--- src/rtl/dec_pkg.sv ---
// -----------------------------------------------------------------------------
// dec_pkg -- shared types and helpers for the dec_scan decoder family.
//   state_t    : FSM state encoding (IDLE / DIRECT / SCAN)
//   onehot()   : index -> one-hot vector, MAX_OUT_W wide; callers size-cast
//                the result down to their own output width
//   cnt_width(): dwell counter width, $clog2(dwell) with a floor of 1
// Select widths up to MAX_SEL bits are supported by onehot().
// -----------------------------------------------------------------------------
package dec_pkg;

  typedef enum logic [1:0] {
    IDLE   = 2'd0,
    DIRECT = 2'd1,
    SCAN   = 2'd2
  } state_t;

  localparam int MAX_SEL   = 8;
  localparam int MAX_OUT_W = 1 << MAX_SEL;

  function automatic logic [MAX_OUT_W-1:0] onehot(input logic [MAX_SEL-1:0] n);
    return MAX_OUT_W'(1) << n;
  endfunction

  function automatic int cnt_width(input int dwell);
    return (dwell <= 1) ? 1 : $clog2(dwell);
  endfunction

endpackage

--- src/rtl/dwell_counter.sv ---
// -----------------------------------------------------------------------------
// dwell_counter -- modulo-DWELL counter with synchronous clear.
//   clk   : rising-edge clock
//   rst_n : asynchronous active-low reset
//   clear : hold the count at zero (block not scanning)
//   tc    : terminal-count strobe, high while counting and count == DWELL-1
// The count runs 0..DWELL-1 whenever clear is low, so each index is held for
// exactly DWELL cycles starting from a cleared count.
// -----------------------------------------------------------------------------
module dwell_counter
  import dec_pkg::*;
#(
  parameter int DWELL = 4
) (
  input  logic clk,
  input  logic rst_n,
  input  logic clear,
  output logic tc
);

  localparam int             CW   = cnt_width(DWELL);
  localparam logic [CW-1:0]  LAST = CW'(DWELL - 1);

  logic [CW-1:0] cnt;

  // NOTE: sequential state uses non-blocking assignments so every register
  // samples the pre-edge values, independent of statement order.
  always_ff @(posedge clk or negedge rst_n) begin
    if (!rst_n) begin
      cnt <= '0;
    end else if (clear || (cnt == LAST)) begin
      cnt <= '0;
    end else begin
      cnt <= cnt + CW'(1);
    end
  end

  assign tc = !clear && (cnt == LAST);

endmodule

--- src/rtl/dec_scan.sv ---
// -----------------------------------------------------------------------------
// dec_scan -- registered N-to-2^N one-hot decoder with enable and auto-scan.
//   N_SEL  : select width; output width OUT_W = 2**N_SEL (N_SEL <= 8)
//   DWELL  : cycles each line is held in scan mode (1..65536)
//   clk    : rising-edge clock
//   rst_n  : asynchronous active-low reset
//   in     : direct-mode select, or start index on scan entry
//   enable : low forces all outputs to zero and idles the block
//   mode   : 0 = direct decode, 1 = auto-scan
//   out    : registered one-hot output (all zero when disabled)
//   idx    : index currently decoded; holds its value while disabled
//   wrap   : one-cycle pulse on the cycle idx steps OUT_W-1 -> 0 in scan
// All outputs are registered; there is no input-to-output combinational path.
// -----------------------------------------------------------------------------
module dec_scan
  import dec_pkg::*;
#(
  parameter  int N_SEL = 2,
  parameter  int DWELL = 4,
  localparam int OUT_W = 1 << N_SEL
) (
  input  logic             clk,
  input  logic             rst_n,
  input  logic [N_SEL-1:0] in,
  input  logic             enable,
  input  logic             mode,
  output logic [OUT_W-1:0] out,
  output logic [N_SEL-1:0] idx,
  output logic             wrap
);

  state_t           state;
  logic             scan_run;
  logic             tc;
  logic [N_SEL-1:0] idx_inc;
  logic [OUT_W-1:0] hot_in;
  logic [OUT_W-1:0] hot_inc;

  // The counter only runs while we stay in SCAN; any exit (disable or mode
  // change) and the entry cycle itself see it cleared, so a scan always
  // starts a fresh dwell on its entry index.
  assign scan_run = enable && mode && (state == SCAN);

  dwell_counter #(
    .DWELL (DWELL)
  ) u_dwell (
    .clk   (clk),
    .rst_n (rst_n),
    .clear (!scan_run),
    .tc    (tc)
  );

  // NOTE: every variable driven here gets a value on every pass, so no
  // latch can be inferred.
  always_comb begin
    idx_inc = idx + N_SEL'(1);
    hot_in  = OUT_W'(onehot(MAX_SEL'(in)));
    hot_inc = OUT_W'(onehot(MAX_SEL'(idx_inc)));
  end

  // Single-process FSM; out and idx are loaded together so out is one-hot of
  // idx on every cycle while enabled, never multi-hot across transitions.
  always_ff @(posedge clk or negedge rst_n) begin
    if (!rst_n) begin
      state <= IDLE;
      out   <= '0;
      idx   <= '0;
      wrap  <= 1'b0;
    end else if (!enable) begin
      state <= IDLE;          // idx deliberately holds its last value
      out   <= '0;
      wrap  <= 1'b0;
    end else if (!mode) begin
      state <= DIRECT;
      idx   <= in;
      out   <= hot_in;
      wrap  <= 1'b0;
    end else if (state != SCAN) begin
      state <= SCAN;          // scan entry from IDLE or DIRECT
      idx   <= in;
      out   <= hot_in;
      wrap  <= 1'b0;
    end else if (tc) begin
      idx   <= idx_inc;
      out   <= hot_inc;
      wrap  <= &idx;          // stepping from OUT_W-1 back to 0
    end else begin
      wrap  <= 1'b0;
    end
  end

endmodule

--- config.mk ---
export PLATFORM = sky130hd
export DESIGN_NAME = dec_scan
export DESIGN_NICKNAME = d
export VERILOG_FILES = /design/src/rtl/dec_pkg.sv /design/src/rtl/dwell_counter.sv /design/src/rtl/dec_scan.sv
export SDC_FILE = /design/constraint.sdc
export NUM_CORES = 1
export LEC_CHECK = 0
export CORE_AREA = 10 10 47 49
export DETAILED_ROUTE_END_ITERATION = 16
export DIE_AREA = 0 0 57 59
export PLACE_DENSITY = 0.72
export SKIP_LAST_GASP = 1
export SYNTH_ARGS = -nofsm -noshare
export SYNTH_HDL_FRONTEND = slang
export SYNTH_SLANG_ARGS = --single-unit
--- constraint.sdc ---
create_clock -name clk -period 1.5 [get_ports clk]
set_input_delay 0.15 -clock clk [delete_from_list [all_inputs] [get_ports clk]]
set_output_delay 0.15 -clock clk [all_outputs]
set_load 0.03 [all_outputs]
[After elaboration in Yosys (flattened, before gate mapping)]
Index checks and enable logic that the tools add are counted.
W data, S select, Z words.
Word-level totals
  ROM bits: 0
  memories kept: 0
  word-level logic and storage cells: 37
  output and inout port bits: 7
  flip-flop bits (word level): 11
  RAM bits: 0
  latch bits: 0
Cells by class
  bitwise operators: 0
  muxes and demuxes: 15
  div/mod/pow operators: 0
  shift operators: 2
  multiply operators: 0
  add/subtract/negate cells: 2
  eq/ne operators: 6
  reduce and logical (&&, ||, !) cells: 7
  order comparisons: 0
Operators by type and width (count)
  $mux W4: 4
  $mux W2: 7
  $shl A1 B2 Y4 const A: 2
  $add A2 B1 Y2 const B: 2
  $eq A2 B2 Y1 const B: 2
  $mux W1: 4
  $ne A4 B2 Y1 const B: 1
  $reduce_and A2 Y1: 2
  $logic_and A1 B1 Y1: 3
  $ne A3 B1 Y1 const B: 1
  $ne A3 B2 Y1 const B: 1
  $ne A2 B2 Y1 const B: 1
  $logic_not A1 Y1: 1
  $logic_or A1 B1 Y1: 1

[Depth between registers and ports, before layout]
Gate-level depths: netlist of the first run.
  depth in word-level cells: 7
  depth in mapped cells: 5

[Cells and area by module]
From an unflattened synthesis of the first run, not the netlist that was laid out.
Second synthesis, totals
  cells, all modules: 54
  area, all modules: 608.1 um2
Modules (own cells, without submodules)
  dec_scan: instances 1, area each 514.2 um2, cells an instance 48
  dwell_counter: instances 1, area each 93.8 um2, cells an instance 6

[Worst setup path before layout of the first run]
OpenSTA, ideal clock, no wires.
  path kind: flip-flop to flip-flop
  from: register idx[0]
  to: register out[3]
  period minus slack after synthesis: 1.381 ns
  stages on the path, launching flop included: 6
  setup slack: 0.119 ns
  required time: 1.373 ns
  data arrival time: 1.254 ns
  path through: dfrtp_1 inv_1 ha_1 mux2_2 nand2_1 a21boi_0
Between the ends
  word-level cells in the longest chain between the ends: 6
Ends and longest elaborated chain
  start: declaration: RTL line dec_scan.sv:28  | output logic [N_SEL-1:0] idx,
  start signal: assignment: RTL line dec_scan.sv:75  | idx <= in;
  start signal: assignment: RTL line dec_scan.sv:80  | idx <= in;
  start signal: assignment: RTL line dec_scan.sv:84  | idx <= idx_inc;
  $add A2 B1 Y2: RTL line dec_scan.sv:56  | idx_inc = idx + N_SEL'(1);
  $shl A1 B2 Y4: RTL line dec_pkg.sv:21  | return MAX_OUT_W'(1) << n;
  $mux W4: RTL line dec_scan.sv:83  | end else if (tc) begin
  $mux W4: RTL line dec_scan.sv:78  | end else if (state != SCAN) begin
  $mux W4: RTL line dec_scan.sv:73  | end else if (!mode) begin
  $mux W4: RTL line dec_scan.sv:69  | end else if (!enable) begin
  end signal: assignment: RTL line dec_scan.sv:76  | out <= hot_in;
  end signal: assignment: RTL line dec_scan.sv:81  | out <= hot_in;
  end signal: assignment: RTL line dec_scan.sv:85  | out <= hot_inc;
  end: declaration: RTL line dec_scan.sv:27  | output logic [OUT_W-1:0] out,
Every way passes these cells. The select of a mux whose other input is x is not followed.
A chain may end at the register's enable or synchronous reset.

[Worst setup path after layout of the first run]
  from: register out[3]
  to: output port out[3]
No word-level cell between the ends.

==> flow_metrics.env, run 1 <==
export IMPL_core_um2=1400
export IMPL_nets=80
export IMPL_synthesis_nets=65
export IMPL_area_delta_synth_final_pct=25.8
export IMPL_clk_pin_slew_ns=0.07
export IMPL_end_kind="output port"
export IMPL_io_buffers=12
export IMPL_clockBufferDepth=2
export IMPL_synth_top_area_cell="dfrtp_1"
export IMPL_startpoint="out[3]"
export IMPL_grt_pass1_vias=461
export IMPL_pin_count=13
export IMPL_antenna_found_initial=0
export IMPL_whs_ns=0.207
export IMPL_dp_hpwl_um=896
export IMPL_grt_usage=0.0813
export IMPL_die_w_um=57
export IMPL_crit_cells=1
export IMPL_clkSinkCount=11
export IMPL_drc=0
export IMPL_worst_slew_pin_slew_ns=0.504
export IMPL_cts_hold_buffers=0
export IMPL_p_leak_nw=0.364
export IMPL_dieArea_um2=3360
export IMPL_synth_avg_cell_area_um2=11.3
export IMPL_rsz0062_at_grt="false"
export IMPL_drv_cap=0
export IMPL_clock_latency_ns=0.28
export IMPL_ant_nets=0
export IMPL_cts_tree="yes"
export IMPL_finClkSkew_ns=0.00552
export IMPL_dp_cells=79
export IMPL_grt_first_pass_wirelength_um=2120
export IMPL_relSlewSlack=0.663
export IMPL_outcome="complete, no violations"
export IMPL_power_w=0.000648
export IMPL_first_iter_violations=9
export IMPL_cts_htree_levels=1
export IMPL_slowest_delay_ns=0.67
export IMPL_tns_ns=0
export IMPL_final_core_util=0.536
export IMPL_crit_buf_inv=1
export IMPL_numCtsBuffers=3
export IMPL_vias=437
export IMPL_vdd_ir_drop_max_uv=546
export IMPL_setup_viol=0
export IMPL_hold_viol=0
export IMPL_cp_start_kind="register"
export IMPL_antennaDiodeCount=0
export IMPL_postCtsSetupRepairBufs=0
export IMPL_period_minus_slack_ns=1.45
export IMPL_start_util=0.426
export IMPL_gp_congestion=0.830
export IMPL_fmax_mhz=691
export IMPL_rows=14
export IMPL_finalWirelength_um=1230
export IMPL_synth_area_top_cells="dfrtp_1, ha_1, mux2i_1"
export IMPL_syn_instance_count=53
export IMPL_route_detailed_wl_per_inst_um=14.8
export IMPL_timing_rr_start="u_dwell.cnt[0]"
export IMPL_synth_seq_cells=11
export IMPL_hold_path_class="input pin to async pin"
export IMPL_crit_type="register to output port"
export IMPL_ctsResizeCount=2
export IMPL_viasPerCell=5.27
export IMPL_grt_max_degree=12
export IMPL_power_density_nw_per_um2=863
export IMPL_path_delay_family="buffers and inverters"
export IMPL_cp_slowest_cell="clkdlybuf4s50_1"
export IMPL_yosysWarnings=0
export IMPL_cp_required_ns=1.35
export IMPL_grt_overflow=0
export IMPL_yosysUniqueCellTypes=23
export IMPL_cp_max_fo=2
export IMPL_die_h_um=59
export IMPL_finalNonFillerCells=83
export IMPL_drive_gt1_frac=0.0896
export IMPL_synth_seq_area_share=0.461
export IMPL_dr_pass1_iters=3
export IMPL_synth_top_area_frac=0.461
export IMPL_crit_chain="clkdlybuf4s50_1"
export IMPL_r2r_cells=4
export IMPL_final_max_slew_violation_count=0
export IMPL_cp_arrival_ns=1.30
export IMPL_fin_crit_sh=0.965
export IMPL_syn_cell_area_um2=597
export IMPL_cts_root_buffer="clkbuf_4"
-- registers in the layout, indices dropped and copies added (netlist names) --
name and count:
out 4, wrap 1, idx 2, state 2
u_dwell.cnt 2
-- synthesized netlist by cell type, drive strengths merged --
master   instances
a2bb2oi          2
nor2             4
nand2            3
mux2             1
nor3b            3
ha               6
o21a             4
nor3             2
buf              2
o22ai            2
nand3b           1
and2             1
a21boi           1
inv              2
mux2i            3
nand3            1
dfrtp           11
and3b            1
clkbuf           1
nand4b           1
and2b            1
-- cell usage in the layout, fill, tap and decap left out, types with 2 or more instances in the layout --
master / n
inv_1: 2
nor3b_1: 2
ha_1: 6
nand2_1: 3
mux2i_1: 3
o22ai_1: 2
a2bb2oi_1: 2
o21a_1: 4
clkdlybuf4s50_1: 8
dfrtp_1: 11
nor3_1: 2
nor2_1: 4
dlygate4sd2_1: 2
dlymetal6s2s_1: 2
clkbuf_4: 3
-- where the power goes --
group          switching, W  internal, W  total [W]
registers         0.0000148     0.000310   0.000325
clock network      0.000104     0.000103   0.000207
logic             0.0000627    0.0000526   0.000115
-- path summary, 6_finish.rpt --
| path | endpoint | slack [ns] |
|---|---|---|
| max in group asynchronous | state[0] | 0.95 |
| worst max-delay path | out[3] | 0.05 |
| worst min register to register | u_dwell.cnt[0] | 0.45 |
| min in group clk | u_dwell.cnt[0] | 0.45 |
| worst min-delay path | out[2] | 0.21 |
| worst max register to register | out[3] | 0.10 |
-- per-layer routing --
metal / track usage / vias up / share of wire
met1: 0.0894 / 201 / 0.46
met2: 0.113 / 13 / 0.41
li1: - / 216 / -
met4: 0.0705 / 0 / 0.044
met3: 0.0408 / 7 / 0.084
met5: 0 / - / 0
-- area by class of cell --
type / instances / area [um^2]
Inverter: 2 / 7.51
Tap cell: 16 / 20.0
Sequential cell: 11 / 275
Timing Repair Buffer: 13 / 130
Fill cell: 143 / 651
Multi-Input combinational cell: 37 / 292
Clock buffer: 4 / 26.3
-- metrics by stage --
stage               cell area (um^2)  setup slack, ns
detailed placement               722           0.0854
CTS                              746           0.0224
floorplan                        597            0.119
global route                     751           0.0107
global placement                 722           0.0828
finish                           751           0.0524
-- cells by family (layout without fill, tap and decap cells) --
group,Yosys count,count (layout),synth area share
mux,4,4,0.0692
fa+ha+maj,6,6,0.126
flops,11,11,0.461
buf+inv,5,19,0.0503
compound gates,9,9,0.113
simple gates,18,18,0.180
Note: power is estimated with default switching activity, not from simulation.
==> run 2: changes to the inputs <==
==> constraint.sdc (replaced) <==
create_clock -name clk -period 1.7 [get_ports clk]
set_input_delay 0.17 -clock clk [delete_from_list [all_inputs] [get_ports clk]]
set_output_delay 0.17 -clock clk [all_outputs]
set_load 0.03 [all_outputs]
==> flow_metrics.env, run 2 (synthesized netlist as in run 1, its figures left out) <==
export IMPL_outcome="complete, no violations"
export IMPL_drc=0
export IMPL_clkSinkCount=11
export IMPL_gp_congestion=0.822
export IMPL_seq_area_um2=275
export IMPL_core_um2=1400
export IMPL_ant_nets=0
export IMPL_postCtsSetupRepairBufs=0
export IMPL_start_util=0.426
export IMPL_clockBufferDepth=2
export IMPL_mostFrequentLayoutCells="clkdlybuf4s50_1, dfrtp_1, ha_1"
export IMPL_pre_cts_slack_ns=0.274
export IMPL_rows=14
export IMPL_crit_buf_inv=1
export IMPL_rsz0062_at_grt="false"
export IMPL_end_kind="output port"
export IMPL_grt_overflow=0
export IMPL_area_delta_synth_final_pct=24.1
export IMPL_dieArea_um2=3360
export IMPL_dp_hpwl_um=891
export IMPL_first_iter_violations=4
export IMPL_nFillCells=134
export IMPL_power_switching_w=0.000163
export IMPL_fin_crit_sh=0.958
export IMPL_numCtsBuffers=3
export IMPL_clk_pin_slew_ns=0.07
export IMPL_multi_input_area_um2=292
export IMPL_regToRegSetupSlack_ns=0.30
export IMPL_grt_first_pass_wirelength_um=1930
export IMPL_dp_cells=78
export IMPL_final_max_slew_violation_count=0
export IMPL_combPwrFrac=0.181
export IMPL_path_delay_family="buffers and inverters"
export IMPL_nets=79
export IMPL_grt_usage=0.0721
export IMPL_io_buffers=12
export IMPL_setup_slack_ns=0.0714
export IMPL_cp_slowest_cell="clkdlybuf4s50_1"
export IMPL_antenna_found_initial=0
export IMPL_cp_required_ns=1.53
export IMPL_cts_tree="yes"
export IMPL_relSlewSlack=0.668
export IMPL_route_detailed_wl_per_inst_um=14.5
export IMPL_grt_max_degree=12
export IMPL_viasPerCell=5.24
export IMPL_vias=430
export IMPL_cts_htree_levels=1
export IMPL_antennaDiodeCount=0
export IMPL_die_w_um=57
export IMPL_layout_commonest_cell="clkdlybuf4s50_1"
export IMPL_drv_cap=0
export IMPL_vdd_ir_drop_max_uv=449
export IMPL_slowest_delay_ns=0.72
export IMPL_crit_chain="clkdlybuf4s50_1"
export IMPL_largest_register="out"
export IMPL_power_density_nw_per_um2=780
export IMPL_fmax_mhz=614
export IMPL_cp_max_fo=6
export IMPL_period_minus_slack_ns=1.63
export IMPL_ctsResizeCount=0
export IMPL_tns_ns=0
export IMPL_whs_ns=0.222
export IMPL_cp_arrival_ns=1.46
export IMPL_finalNonFillerCells=82
export IMPL_hold_viol=0
export IMPL_worst_slew_pin_slew_ns=0.496
export IMPL_finClkSkew_ns=0.00430
export IMPL_swShare=0.283
export IMPL_cp_start_kind="register"
export IMPL_p_int_w=0.000414
export IMPL_dr_pass1_iters=2
export IMPL_seqPwrFrac=0.497
export IMPL_p_leak_nw=0.325
export IMPL_setup_viol=0
export IMPL_hold_path_class="input pin to async pin"
export IMPL_clock_latency_ns=0.28
export IMPL_drive_gt1_frac=0.0758
export IMPL_pin_count=13
export IMPL_cts_root_buffer="clkbuf_4"
export IMPL_clock_power_share=0.323
export IMPL_crit_type="register to output port"
export IMPL_grt_pass1_vias=451
export IMPL_largest_reg_flops=4
export IMPL_cts_hold_buffers=0
export IMPL_finalWirelength_um=1190
export IMPL_die_h_um=59
export IMPL_power_w=0.000578
-- run 2: cell types whose count changed in the layout (fill, tap and decap cells not counted) --
cell / before / now
dlymetal6s2s_1: 2 / 0
clkdlybuf4s50_1: 8 / 12
buf_4: 1 / 0
dlygate4sd2_1: 2 / 0
-- run 2: metal layers --
metal,part of all wire,up-vias,global-route usage
met5,0,-,0
met4,0.021,0,0.0403
met3,0.072,3,0.0300
met2,0.45,11,0.115
met1,0.46,203,0.0798
li1,-,213,-
-- run 2: final timing paths --
path | start | to | cells past startpoint
worst min-delay path | rst_n | out[2] | 1
worst max register to register | u_dwell.cnt[0] | out[3] | 4
max in group asynchronous | rst_n | state[1] | 1
min in group clk | u_dwell.cnt[0] | u_dwell.cnt[0] | 1
worst min register to register | u_dwell.cnt[0] | u_dwell.cnt[0] | 1
worst max-delay path | idx[0] | idx[0] | 1
-- run 2: power by group through the flow --
stage | sequential (W) | combinational (W) | clock [W]
floorplan | 0.000308 | 0.0000414 | 0
global placement | 0.000292 | 0.000104 | 0
detailed placement | 0.000292 | 0.000105 | 0
CTS | 0.000287 | 0.000106 | 0.000188
global route | 0.000288 | 0.000114 | 0.000202
finish | 0.000287 | 0.000104 | 0.000186
-- run 2: area by class of cell --
type,instances,area share
Tap cell,16,0.0270
Clock buffer,4,0.0355
Sequential cell,11,0.372
Multi-Input combinational cell,37,0.394
Inverter,2,0.0101
Timing Repair Buffer,12,0.162
-- run 2: per-stage QoR --
step | cell area [um^2] | utilization
after global routing | 741 | 0.529
final | 741 | 0.529
after detailed placement | 714 | 0.510
after floorplan | 597 | -
after global placement | 714 | 0.510
after CTS | 741 | 0.529
==> run 3: changes to the inputs <==
--- a/config.mk
+++ b/config.mk
@@ -10,6 +10,7 @@
 export DIE_AREA = 0 0 57 59
 export PLACE_DENSITY = 0.72
 export SKIP_LAST_GASP = 1
+export SLEW_MARGIN = 30
 export SYNTH_ARGS = -nofsm -noshare
 export SYNTH_HDL_FRONTEND = slang
 export SYNTH_SLANG_ARGS = --single-unit
==> results of run 3 <==
No change in the layout: final DEF, timing and power equal those of run 2.
